===== src/rtl/mips_cpu_mem_pkg.sv =====
// Shared definitions for the MIPS memory-stage bus master: op encodings,
// FSM states, byte-lane constants and request decode helpers.
package mips_cpu_mem_pkg;

  // Load encodings
  localparam logic [2:0] LB  = 3'b000;
  localparam logic [2:0] LBU = 3'b001;
  localparam logic [2:0] LH  = 3'b010;
  localparam logic [2:0] LHU = 3'b011;
  localparam logic [2:0] LW  = 3'b101;
  localparam logic [2:0] LWL = 3'b110;
  localparam logic [2:0] LWR = 3'b111;

  // Store encodings share codes with the matching-width loads
  localparam logic [2:0] SB = 3'b000;
  localparam logic [2:0] SH = 3'b010;
  localparam logic [2:0] SW = 3'b101;

  localparam logic [3:0] BE_ALL = 4'b1111;
  localparam logic [3:0] BE_LO  = 4'b0011;
  localparam logic [3:0] BE_HI  = 4'b1100;
  localparam logic [3:0] BE_B0  = 4'b0001;

  typedef enum logic [1:0] {
    IDLE = 2'd0,
    BUS  = 2'd1,
    RESP = 2'd2
  } state_e;

  // Fold unknown encodings onto LW/SW so downstream logic sees legal ops only.
  function automatic logic [2:0] norm_op(input logic is_store, input logic [2:0] op);
    if (is_store) return (op == SB || op == SH) ? op : SW;
    else          return (op == 3'b100) ? LW : op;
  endfunction

  function automatic logic is_misaligned(input logic [2:0] op, input logic [1:0] o);
    case (op)
      LH, LHU: return o[0];
      LW:      return o != 2'b00;
      default: return 1'b0;
    endcase
  endfunction

  function automatic logic [1:0] force_align(input logic [2:0] op, input logic [1:0] o);
    case (op)
      LH, LHU: return {o[1], 1'b0};
      LW:      return 2'b00;
      default: return o;
    endcase
  endfunction

endpackage


===== src/rtl/mips_cpu_load_align.sv =====
// Combinational lane alignment and LWL/LWR merge of a read word with old rt.
module mips_cpu_load_align
  import mips_cpu_mem_pkg::*;
(
  input  logic [31:0] m,
  input  logic [31:0] rt,
  input  logic [1:0]  o,
  input  logic [2:0]  op,
  output logic [31:0] data,
  output logic [2:0]  ctrl
);

  logic [4:0] sh_o;
  logic [5:0] lwl_mask_sh;

  assign sh_o        = {o, 3'b000};
  // Shift of 32 (o=3) empties the rt mask entirely.
  assign lwl_mask_sh = {({1'b0, o} + 3'd1), 3'b000};

  always_comb begin
    // NOTE: every output gets a default first so no path leaves it unassigned (no latch).
    data = m;
    ctrl = LW;
    case (op)
      LB, LBU, LH, LHU: begin
        data = m >> sh_o;
        ctrl = op;
      end
      LWL: data = (m << (5'd24 - sh_o)) | (rt & (32'hFFFF_FFFF >> lwl_mask_sh));
      LWR: data = (m >> sh_o) | (rt & ~(32'hFFFF_FFFF >> sh_o));
      default: ;
    endcase
  end

endmodule


===== src/rtl/mips_cpu_mem_access.sv =====
// Memory-stage bus master: runs one load/store per transaction on an
// Avalon-style data bus and returns aligned load words to the load selector.
module mips_cpu_mem_access
  import mips_cpu_mem_pkg::*;
#(
  parameter int ADDR_W          = 32,
  parameter bit ERR_ON_MISALIGN = 1'b1
) (
  input  logic              clk,
  input  logic              reset,
  input  logic              req_valid,
  output logic              req_ready,
  input  logic              req_is_store,
  input  logic [2:0]        req_op,
  input  logic [ADDR_W-1:0] req_addr,
  input  logic [31:0]       req_wdata,
  output logic              rsp_valid,
  input  logic              rsp_ready,
  output logic [31:0]       rsp_data,
  output logic [2:0]        rsp_ctrl,
  output logic              addr_err,
  output logic [ADDR_W-1:0] avm_address,
  output logic              avm_read,
  output logic              avm_write,
  output logic [3:0]        avm_byteenable,
  output logic [31:0]       avm_writedata,
  input  logic              avm_waitrequest,
  input  logic [31:0]       avm_readdata
);

  state_e      state;
  logic [2:0]  op_q;
  logic        is_store_q;
  logic [1:0]  off_q;
  logic [31:0] rt_q;

  logic [2:0]  op_n;
  logic        bad_n;
  logic [1:0]  off_n;
  logic [3:0]  be_n;
  logic [31:0] wd_n;
  logic [31:0] align_data;
  logic [2:0]  align_ctrl;

  assign req_ready = (state == IDLE);

  // Request decode, evaluated against the live request in IDLE.
  assign op_n  = norm_op(req_is_store, req_op);
  assign bad_n = is_misaligned(op_n, req_addr[1:0]);
  assign off_n = ERR_ON_MISALIGN ? req_addr[1:0] : force_align(op_n, req_addr[1:0]);

  always_comb begin
    be_n = BE_ALL;
    wd_n = req_wdata;
    if (req_is_store) begin
      case (op_n)
        SB: begin
          be_n = BE_B0 << off_n;
          wd_n = {4{req_wdata[7:0]}};
        end
        SH: begin
          be_n = off_n[1] ? BE_HI : BE_LO;
          wd_n = {2{req_wdata[15:0]}};
        end
        default: ;
      endcase
    end
  end

  mips_cpu_load_align u_align (
    .m    (avm_readdata),
    .rt   (rt_q),
    .o    (off_q),
    .op   (op_q),
    .data (align_data),
    .ctrl (align_ctrl)
  );

  // NOTE: sequential state uses non-blocking assignments so every register samples pre-edge values.
  always_ff @(posedge clk or negedge reset) begin
    if (!reset) begin
      state          <= IDLE;
      op_q           <= '0;
      is_store_q     <= 1'b0;
      off_q          <= '0;
      rt_q           <= '0;
      rsp_valid      <= 1'b0;
      rsp_data       <= '0;
      rsp_ctrl       <= '0;
      addr_err       <= 1'b0;
      avm_address    <= '0;
      avm_read       <= 1'b0;
      avm_write      <= 1'b0;
      avm_byteenable <= '0;
      avm_writedata  <= '0;
    end else begin
      addr_err <= 1'b0;
      case (state)
        IDLE: begin
          if (req_valid) begin
            op_q       <= op_n;
            is_store_q <= req_is_store;
            off_q      <= off_n;
            rt_q       <= req_wdata;
            if (ERR_ON_MISALIGN && bad_n) begin
              addr_err <= 1'b1;
            end else begin
              state          <= BUS;
              avm_read       <= !req_is_store;
              avm_write      <= req_is_store;
              avm_address    <= {req_addr[ADDR_W-1:2], 2'b00};
              avm_byteenable <= be_n;
              avm_writedata  <= wd_n;
            end
          end
        end
        BUS: begin
          if (!avm_waitrequest) begin
            avm_read  <= 1'b0;
            avm_write <= 1'b0;
            if (is_store_q) begin
              state <= IDLE;
            end else begin
              rsp_data  <= align_data;
              rsp_ctrl  <= align_ctrl;
              rsp_valid <= 1'b1;
              state     <= RESP;
            end
          end
        end
        RESP: begin
          if (rsp_ready) begin
            rsp_valid <= 1'b0;
            state     <= IDLE;
          end
        end
        default: state <= IDLE;
      endcase
    end
  end

endmodule


===== config.mk =====
export PLATFORM = sky130hd
export DESIGN_NAME = mips_cpu_mem_access
export DESIGN_NICKNAME = d
export VERILOG_FILES = /design/src/rtl/mips_cpu_mem_pkg.sv /design/src/rtl/mips_cpu_load_align.sv /design/src/rtl/mips_cpu_mem_access.sv
export SDC_FILE = /design/constraint.sdc
export NUM_CORES = 1
export LEC_CHECK = 0
export ABC_AREA = 1
export BUFFER_PORTS_ARGS = -buffer_cell sky130_fd_sc_hd__buf_2
export CORE_MARGIN = 1.5
export CORE_UTILIZATION = 55
export CTS_BUF_LIST = sky130_fd_sc_hd__clkbuf_4
export CTS_CLUSTER_DIAMETER = 200
export DETAILED_ROUTE_END_ITERATION = 10
export GPL_TIMING_DRIVEN = 0
export PLACE_DENSITY = 0.83
export SETUP_SLACK_MARGIN = 0.2
export SYNTH_ARGS = -nofsm -noshare
export SYNTH_HDL_FRONTEND = slang
export SYNTH_SLANG_ARGS = --single-unit

===== constraint.sdc =====
create_clock -name clk -period 2.2 [get_ports clk]
set_input_delay 0.33 -clock clk [delete_from_list [all_inputs] [get_ports clk]]
set_output_delay 0.33 -clock clk [all_outputs]
set_load 0.02 [all_outputs]

==> flow_summary.rst <==
.. list-table::
   :header-rows: 1

   * - Metric
     - Value
   * - Outcome
     - finished clean
   * - Core Rows
     - between 40 and 50
   * - Detail-routed via count per cell
     - 5.41
   * - Ys flop type
     - dfrtp_1
   * - DRC violation count after routing
     - 0
   * - Share of the clock period used by the worst path
     - 0.849
   * - Count of TritonRoute iterations in the first routing pass
     - 5
   * - Most numerous cell types in the synthesized netlist
     - nand2_1, dfrtp_1, nand3_1
   * - Final weighted congestion of routability-driven global placement
     - 1.01
   * - Area of the core region
     - 13800 µm²
   * - Detailed router's first-iteration violation count
     - 862
   * - Top fanout value on the critical path
     - 10
   * - Gr usage total
     - 0.391
   * - Area added between synthesis and finish
     - 28.4%
   * - Final-report max-slew violation count
     - 0
   * - Number of buffers and inverters on the critical path
     - 2
   * - Initial standard-cell utilization of the core
     - 0.562
   * - Simple-gate portion of the synthesized area
     - 0.409
   * - Clock tree from TritonCTS
     - yes
   * - Die H
     - 122 µm
   * - Dominant combinational cell family by area after synthesis
     - simple AND/OR/NAND/NOR gates
   * - Routed wirelength normalized by instance count
     - 17.4 µm
   * - Post-detailed-placement half-perimeter wirelength
     - 19600 µm
   * - Measured slew at the worst slew-check pin
     - 844 ps
   * - Fraction of the mapped netlist area in compound gates
     - 0.0578
   * - Clock sink count
     - 145
   * - Synthesized instance count
     - 1141
   * - Clock latency on the worst-skew pair
     - 590 ps
   * - Fraction of synthesized cell area in xor and xnor cells
     - 0
   * - Worst stage delay on the critical path
     - 490 ps
   * - Summed instance area of the synthesized netlist
     - 7780 µm²
   * - Sequential element share of the synthesized area
     - 0.467
   * - Number of distinct library cell variants in the gate-level netlist after synthesis
     - 30
   * - Area enclosed by the die boundary
     - ~15000 µm²
   * - Overall Power
     - 14.2 mW
   * - Remaining antenna violation count
     - 0
   * - Adder-cell share of the synthesized area
     - 0
   * - Initial antenna violation count
     - 1
   * - Seq cells post-synth
     - between 100 and 150
   * - Cell area after placement
     - 9090 µm²
   * - Via count of the first global-routing pass
     - 8267
   * - Die X
     - around 120 µm
   * - Number of placed I/O pins
     - 213
   * - Post-synth top area share
     - 0.467
   * - Share of final-layout standard cells stronger than drive strength 1
     - 0.210
   * - Required time reported for the critical path endpoint
     - between 2000 and 3000 ps
   * - Worst relative slew slack
     - 0.433
   * - Total detailed-routing wirelength
     - around 28000 µm
   * - Class of the most critical hold timing path
     - in -> reg
   * - Maximum clock frequency
     - ~540 MHz
   * - IR Drop Worst-Case VDD
     - 0.000885 V
   * - Unrepaired setup endpoints after global routing
     - false
   * - Final standard cell area without fillers
     - 9980 µm²
   * - Worst-case clock buffer depth
     - 2
   * - Number of synthesis warnings
     - 0
   * - Wire length of the first global-routing pass
     - 43300 µm
   * - Hold WS
     - 19.4 ps
   * - Vias post-DR
     - 8771
   * - Net count of the finished layout
     - ~1500
   * - Average instance area after synthesis
     - 6.82 µm²
   * - Crit path max-delay cell type
     - dfrtp_1
   * - Dominant delay contributor by cell family on the critical path
     - simple AND/OR/NAND/NOR gates
   * - Largest net degree at the start of global routing
     - 105
   * - Cell accounting for the most synthesized area
     - dfrtp_1
   * - Hold violation total from the final report
     - 0
   * - Cells along the critical path
     - inv_1 > nand3_1 > nor2_1 > buf_2 > nand2_1 > nand3_1 > nor2_1 > nor2_1
   * - Remaining global-route overflow
     - 0
   * - Async set or reset register ratio after synthesis
     - 1.00
   * - LEAKAGE
     - 5.73 nW
   * - Clk root buf
     - clkbuf_4
   * - Count of flip-flops with a built-in enable after synthesis
     - 0
   * - Max-cap violation count
     - 0
   * - Power per cell area
     - 1420 nW/µm²
   * - Proportion of synthesized area in mux cells
     - 0
   * - Critical path capture point type
     - flip-flop
   * - Setup TNS
     - 0 ps
   * - Library cell with the highest instance count after synthesis
     - nand2_1
   * - Data arrival time at the worst-slack endpoint
     - around 2400 ps
   * - Setup crit start kind
     - flip-flop
   * - Type of the worst setup path
     - reg -> reg
   * - Area contributors post-synth
     - dfrtp_1, nand2_1, nand3_1
   * - Min Clock Period, post-route
     - 1870 ps
   * - Total clock buffers created by CTS
     - 17
   * - Total setup buffers inserted after CTS
     - 0
   * - Buffers added on ports
     - 210
   * - Final setup violation count
     - 0
   * - Number of levels the H-tree was split into
     - 4
   * - Clock transition time at the flip-flop clock pins of the worst setup and hold paths
     - 130 ps
   * - Most common cell on crit path
     - nor2_1
   * - Clock Skew
     - approximately 15 ps
## cell type report
class / instances / area (µm²)
clock inverters: 14 / 205
well taps: 180 / 225
clock buffers: 18 / 135
plain buffers: 58 / 290
repair buffers: 266 / 1640
diodes: 1 / 2.50
inverters: 59 / 221
flip-flops and latches: 145 / 3630
fillers: 1105 / 3840
multi-input cells: 880 / 3640
## report_power, final
| group | internal [mW] | total (mW) | switching [mW] |
|---|---|---|---|
| logic | 2.32 | 7.37 | 5.05 |
| clock network | 0.936 | 2.02 | 1.09 |
| registers | 3.93 | 4.76 | 0.835 |
| total | 7.18 | 14.2 | 6.97 |
## layout by cell type, fill, tap and decap left out, types with 2 or more instances in the layout
cell           count
buf_6              3
o21ai_0           52
clkinv_4           3
dlygate4sd3_1     55
nor2_1            69
inv_8              2
buf_2            240
bufinv_16          4
nand3b_1           3
o21bai_1           3
nand3_1           83
clkinv_1           2
nor2_4             3
buf_1              6
clkinvlp_4         2
dfrtp_1          145
nand2_1          614
or2_2             12
inv_6              2
conb_1             2
inv_2              3
buf_4              5
clkbuf_4          18
nand2_4            2
a31oi_1            2
clkbuf_1          14
a21oi_1           26
inv_1             55
## worst register-to-register path: cells and delay by family (launching register included)
| family | cells | cell delay (ps) |
|---|---|---|
| buffers and inverters | 2 | 450 |
| flip-flops | 1 | 490 |
| AND/OR/NAND/NOR | 6 | 870 |
## repair_timing
item                                    4_1_cts  5_1_grt
resized for setup                             0        0
endpoints found under the setup margin        0        0
hold buffers                                 55        0
hold endpoints to repair                     96        0
## path summary, 6_finish.rpt
check | start | endpoint | slack (ps) | cells after the start
setup / recovery | op_q[0]$_DFFE_PN0P_ | rsp_data[14]$_DFFE_PN0P_ | 330 | 8
hold / removal | req_wdata[26] | rt_q[26]$_DFFE_PN0P_ | 20 | 3
setup reg to reg | op_q[0]$_DFFE_PN0P_ | rsp_data[14]$_DFFE_PN0P_ | 330 | 8
hold reg to reg | avm_writedata[19]$_DFFE_PN0P_ | avm_writedata[19]$_DFFE_PN0P_ | 490 | 2
max in group asynchronous | reset | avm_address[29]$_DFFE_PN0P_ | 1120 | 3
min in group asynchronous | reset | rsp_data[30]$_DFFE_PN0P_ | 220 | 2
## logic make-up after synthesis
family                 Yosys count
buffers and inverters          117
flip-flops                     145
AND/OR/NAND/NOR                792
other                            1
AO/OA/AOI/OAI                   86
## metal layers
layer / up-vias / share of wire / global-route usage
met2: 512 / 0.47 / 0.643
met5: - / 0 / 0
met4: 0 / 0.054 / 0.223
met3: 119 / 0.091 / 0.0866
li1: 4104 / - / -
met1: 4036 / 0.38 / 0.476
## state kept, by name, summed over array words and instances (netlist names)
signal	count
avm_writedata	32
rsp_data	32
rt_q	32
avm_address	30
avm_byteenable	4
op_q	3
rsp_ctrl	3
off_q	2
state	2
addr_err	1
avm_read	1
avm_write	1
is_store_q	1
rsp_valid	1
## stage by stage
step	utilization	setup WS (ps)	cells
3_5_place_dp	0.657	388	1533
3_3_place_gp	0.655	-1180	1532
2_1_floorplan	-	707	1142
6_report	0.722	331	1621
4_1_cts	0.722	368	1620
5_1_grt	0.722	251	1621
(Power assumes the default switching activity.)
